--- src/rtl/dff_mux_pkg.sv ---
// Shared definitions for the register/multiplexer primitive library:
// one-hot select encodings and the one-hot check used by the select checkers.
package dff_mux_pkg;

  localparam logic [1:0] SEL2_A0 = 2'b01;
  localparam logic [1:0] SEL2_A1 = 2'b10;

  localparam logic [3:0] SEL4_A0 = 4'b0001;
  localparam logic [3:0] SEL4_A1 = 4'b0010;
  localparam logic [3:0] SEL4_A2 = 4'b0100;
  localparam logic [3:0] SEL4_A3 = 4'b1000;

  // True when exactly one bit is set. Narrower selects are zero-extended by
  // the caller, which leaves their one-hot property unchanged.
  function automatic logic onehot(input logic [3:0] sel);
    return (sel != 4'b0000) && ((sel & (sel - 4'd1)) == 4'b0000);
  endfunction

endpackage

--- src/rtl/DFF.sv ---
// Parameterised register with asynchronous active-low clear and no enable;
// hold behaviour is built externally with a feedback mux.
module DFF #(
  parameter int n = 9
) (
  input  logic         clk,
  input  logic         rst_n,
  input  logic [n-1:0] in,
  output logic [n-1:0] out
);

  logic [n-1:0] state_d;
  logic [n-1:0] state_q;

  always_comb state_d = in;

  // NOTE: sequential state uses non-blocking assignments so every flop samples
  // pre-edge values; the reset is in the sensitivity list so it acts without clk.
  always_ff @(posedge clk or negedge rst_n) begin
    if (!rst_n) state_q <= '0;
    else        state_q <= state_d;
  end

  assign out = state_q;

endmodule

--- src/rtl/Mux2.sv ---
// Two-input one-hot AND-OR multiplexer. No priority: an all-zero select gives
// zero and multiple set bits give the OR of the selected inputs.
module Mux2 #(
  parameter int n = 9
) (
  input  logic [n-1:0] a0,
  input  logic [n-1:0] a1,
  input  logic [1:0]   s,
  output logic [n-1:0] b
);

  assign b = ({n{s[0]}} & a0) | ({n{s[1]}} & a1);

endmodule

--- src/rtl/Mux4.sv ---
// Four-input one-hot AND-OR multiplexer with the same non-one-hot semantics
// as Mux2: zero for an empty select, OR of inputs for multiple set bits.
module Mux4 #(
  parameter int n = 9
) (
  input  logic [n-1:0] a0,
  input  logic [n-1:0] a1,
  input  logic [n-1:0] a2,
  input  logic [n-1:0] a3,
  input  logic [3:0]   s,
  output logic [n-1:0] b
);

  assign b = ({n{s[0]}} & a0) | ({n{s[1]}} & a1) |
             ({n{s[2]}} & a2) | ({n{s[3]}} & a3);

endmodule

--- src/rtl/dff_mux.sv ---
// Integration wrapper exposing DFF, Mux2 and Mux4 side by side, plus a
// registered flag for any select that was not exactly one-hot last cycle.
module dff_mux
  import dff_mux_pkg::*;
#(
  parameter int n = 9
) (
  input  logic         clk,
  input  logic         rst_n,
  input  logic [n-1:0] d,
  output logic [n-1:0] q,
  input  logic [n-1:0] m2_a0,
  input  logic [n-1:0] m2_a1,
  input  logic [1:0]   m2_s,
  output logic [n-1:0] m2_b,
  input  logic [n-1:0] m4_a0,
  input  logic [n-1:0] m4_a1,
  input  logic [n-1:0] m4_a2,
  input  logic [n-1:0] m4_a3,
  input  logic [3:0]   m4_s,
  output logic [n-1:0] m4_b,
  output logic         sel_err
);

  logic [0:0] sel_err_d;
  logic [0:0] sel_err_q;

  DFF  #(n) u_dff  (clk, rst_n, d, q);
  Mux2 #(n) u_mux2 (m2_a0, m2_a1, m2_s, m2_b);
  Mux4 #(n) u_mux4 (m4_a0, m4_a1, m4_a2, m4_a3, m4_s, m4_b);

  // Mux outputs stay defined for bad selects; this only reports them.
  always_comb begin
    sel_err_d = !onehot({2'b00, m2_s}) || !onehot(m4_s);
  end

  DFF #(1) u_sel_err (clk, rst_n, sel_err_d, sel_err_q);

  assign sel_err = sel_err_q[0];

endmodule

--- config.mk ---
export PLATFORM = sky130hd
export DESIGN_NAME = dff_mux
export DESIGN_NICKNAME = d
export VERILOG_FILES = /design/src/rtl/dff_mux_pkg.sv /design/src/rtl/DFF.sv /design/src/rtl/Mux2.sv /design/src/rtl/Mux4.sv /design/src/rtl/dff_mux.sv
export SDC_FILE = /design/constraint.sdc
export NUM_CORES = 1
export LEC_CHECK = 0
export ABC_AREA = 1
export ABC_CLOCK_PERIOD_IN_PS = 950
export BUFFER_PORTS_ARGS = -buffer_cell sky130_fd_sc_hd__buf_4
export CAP_MARGIN = 20
export CORE_MARGIN = 1.5
export CORE_UTILIZATION = 26
export DETAILED_ROUTE_END_ITERATION = 8
export GPL_ROUTABILITY_DRIVEN = 0
export PLACE_DENSITY = 0.7
export SYNTH_ARGS = -nofsm -noshare
export SYNTH_HDL_FRONTEND = slang
export SYNTH_HIERARCHICAL = 1
export SYNTH_SLANG_ARGS = --single-unit
--- constraint.sdc ---
create_clock -name clk -period 0.95 [get_ports clk]
set_input_delay 0.095 -clock clk [delete_from_list [all_inputs] [get_ports clk]]
set_output_delay 0.095 -clock clk [all_outputs]
set_load 0.02 [all_outputs]
==> flow_metrics.py <==
metrics = {
    "sta": {
        "timing.final.hold_violations": 0,
        "fmax_ghz": 1.13,
        "worst_relative_slew_slack_pct": 90.2,
        "finalSetupViolations": 0,
        "rsz0062_at_grt": "no",
        "worst_slew_pin_slew_ps": 147,
        "timing.setup.tns_ps": 0,
        "layout_min_cycle_time_ps": 882,
        "drv_slew": 0,
        "fin_ws_ps": 67.5,
        "final_min_period_over_clock_period_pct": 92.9,
    },
    "critical_path": {
        "critical-path-top-delay-family": "flip-flops",
        "path_cells": "buf_4",
        "worst-path-stages": 1,
        "critical_path.n_buffers_inverters": 1,
        "worst-setup-path-type": "register to output port",
        "worst_setup_path_start_kind": "register",
        "cp_data_arrival_time_ps": 790,
        "critical-path-max-stage-delay_ps": 370,
        "endpoint_kind": "output port",
        "cp_slowest_cell": "sky130_fd_sc_hd__dfrtp_1",
        "crit_path_max_fanout": 1,
        "required_ps": 850,
    },
    "synth": {
        "synth.top_cells.by_area": "sky130_fd_sc_hd__nand2_1 (48%), sky130_fd_sc_hd__dfrtp_1 (31%), sky130_fd_sc_hd__inv_1 (11%), sky130_fd_sc_hd__buf_6 (8.4%), sky130_fd_sc_hd__nor2_1 (1.4%)",
        "postSynthAreaPerCell_um2": 5.53,
        "ys_ff_latch": 10,
        "mappedNetlistArea_um2": 802,
        "synth_enable_flop_cells": 0,
        "synthMostInstantiatedCell": "sky130_fd_sc_hd__nand2_1",
        "synth.top_cells.by_count": "sky130_fd_sc_hd__nand2_1 (102), sky130_fd_sc_hd__inv_1 (24), sky130_fd_sc_hd__dfrtp_1 (10)",
        "synth_fp_nets": 216,
        "synth_largest_area_cell": "sky130_fd_sc_hd__nand2_1",
        "netlist-cell-type-count": 5,
        "share_of_the_synthesized_area_in_the_top_cell_type_pct": 47.7,
        "most_instantiated_flip_flop_cell_in_the_synthesis_netlist": "sky130_fd_sc_hd__dfrtp_1",
        "synthArstFlopShare_pct": 100,
        "seq_area_frac_synth_pct": 31.2,
        "synth.yosys.warnings": 6,
        "synth_cells": 145,
    },
    "clock_network": {
        "tritoncts_num_sinks": 10,
        "cts_made_buffers": 3,
        "tritoncts_clock_tree": "yes",
        "cts_resized": 0,
        "cts_htree_levels": 1,
        "worst_setup_hold_path_clk_slew_ps": 60,
        "cts.path.max_buffers": 2,
        "cts_post_setup_buffers_inserted": 0,
        "cts_root_buffer_type": "sky130_fd_sc_hd__clkbuf_4",
    },
    "power_and_ir_drop": {
        "p_leak_nw": 1.06,
        "share_comb_of_total_power_pct": 45.7,
        "areal_power_density_over_the_cells_nw_per_um2": 918,
        "maximum_ir_drop_on_the_vdd_rail_uv": 435,
        "power.internal_w": 0.00105,
        "clockPowerShare_pct": 24.3,
        "sw_share_pct": 30.2,
        "power.share.sequential_pct": 30.0,
        "design_power_total_w": 0.00151,
        "net-switching-power_w": 0.000457,
    },
    "global_routing": {
        "grt_start_max_net_pins": 13,
        "overall_fraction_of_global_route_tracks_in_use_pct": 16.3,
        "grt_pass1_wl_um": 4320,
        "first_global_vias": 1015,
        "grt-ovfl-total": 0,
        "antenna_found_initial": 0,
    },
    "floorplanning": {
        "core_box_area_um2": 2850,
        "dieArea_um2": 3430,
        "floorplan.die.height_um": 58.5,
        "die_width_um": 58.5,
        "core.rowCount": 19,
        "start_util_pct": 28.1,
        "num_io_pins": 99,
    },
    "place": {
        "port_buffers": 98,
        "detailedPlace.worstSlack_ps": 233,
        "detailed_placement_wirelength_estimate_um": 2170,
    },
    "detailed_routing": {
        "route.antenna.remaining_nets": 0,
        "via_count": 1140,
        "drt_first_iter_violations": 23,
        "routed_wirelength_um": 2760,
        "via_per_inst": 4.04,
        "drtPass1Iterations": 4,
        "route.detailed.drc": 0,
        "avgRoutedWirePerCell_um": 9.79,
    },
    "layout": {
        "diodes": 0,
        "drive_above_1_share_pct": 40.6,
        "num-fill-cells": 284,
        "finish.net_count": 323,
        "synthToLayoutAreaGrowth_pct": 105,
    },
    "job": {
        "maxCapViolCount": 0,
    },
    "run_status": {
        "outcome": "completed",
    },
    "hold_path": {
        "hold_path_class": "input pin to async pin",
    },
}
repair_timing:
action | 4_1_cts | 5_1_grt
endpoints found under the hold margin | 19 | 0
hold buffers | 10 | 0
endpoints found under the setup margin | 0 | 0
power by group through the flow:
stage / clock, W / sequential, W / combinational (W)
floorplan: 0 / 0.000490 / 0.000265
global placement: 0 / 0.000460 / 0.000653
detailed placement: 0 / 0.000461 / 0.000659
CTS: 0.000384 / 0.000453 / 0.000693
global route: 0.000399 / 0.000456 / 0.000758
finish: 0.000367 / 0.000453 / 0.000690
layout by cell type (no fill, tap or decap), drive strengths merged:
| cell | instances |
|---|---|
| dlygate4sd3 | 10 |
| dfrtp | 10 |
| buf | 98 |
| nor2 | 3 |
| clkbuf | 4 |
| inv | 24 |
| nand2 | 102 |
kinds of logic after synthesis:
| kind of cell | Yosys count | share of synthesized area, % |
|---|---|---|
| flip-flops | 10 | 31.2 |
| buffers and inverters | 30 | 19.7 |
| AND/OR/NAND/NOR | 105 | 49.1 |
sequential cells by signal, summed over array words and instances, names as in the netlist:
name           flops
u_dff/out          9
u_sel_err/out      1
per-layer routing:
| metal | vias up | global-route usage (%) | wire length, um |
|---|---|---|---|
| li1 | 618 | - | - |
| met1 | 474 | 21.3 | 1150 |
| met2 | 46 | 27.4 | 1410 |
| met3 | 2 | 3.30 | 187 |
| met4 | 0 | 3.99 | 12 |
| met5 | - | 0 | 0 |
per-stage QoR:
stage,utilization [%],instances,hold slack [ps],instance area [um^2]
2_1_floorplan,-,145,-201,802
5_1_grt,57.7,282,194,1650
3_3_place_gp,52.9,268,-72.3,1510
4_1_cts,57.7,282,182,1650
3_5_place_dp,52.9,268,-73.1,1510
6_report,57.7,282,195,1650
worst max path at each step:
stage / from / to / slack (ps)
after floorplan: m4_s[2] / m4_b[7] / 380
after global placement: m4_s[0] / m4_b[3] / 250
after detailed placement: m4_s[0] / m4_b[2] / 230
after CTS: u_dff/out[4] / q[4] / 50
after global routing: u_dff/out[4] / q[4] / 30
final: u_dff/out[4] / q[4] / 70
layout make-up:
| class | count | area, um^2 | share of cell area [%] |
|---|---|---|---|
| Timing Repair Buffer | 108 | 836 | 50.8 |
| Sequential cell | 10 | 250 | 15.2 |
| Multi-Input combinational cell | 105 | 394 | 24.0 |
| Clock buffer | 4 | 36.3 | 2.21 |
| Inverter | 24 | 90.1 | 5.48 |
| Tap cell | 31 | 38.8 | 2.36 |
No activity file was read; power rests on OpenSTA's default activity.
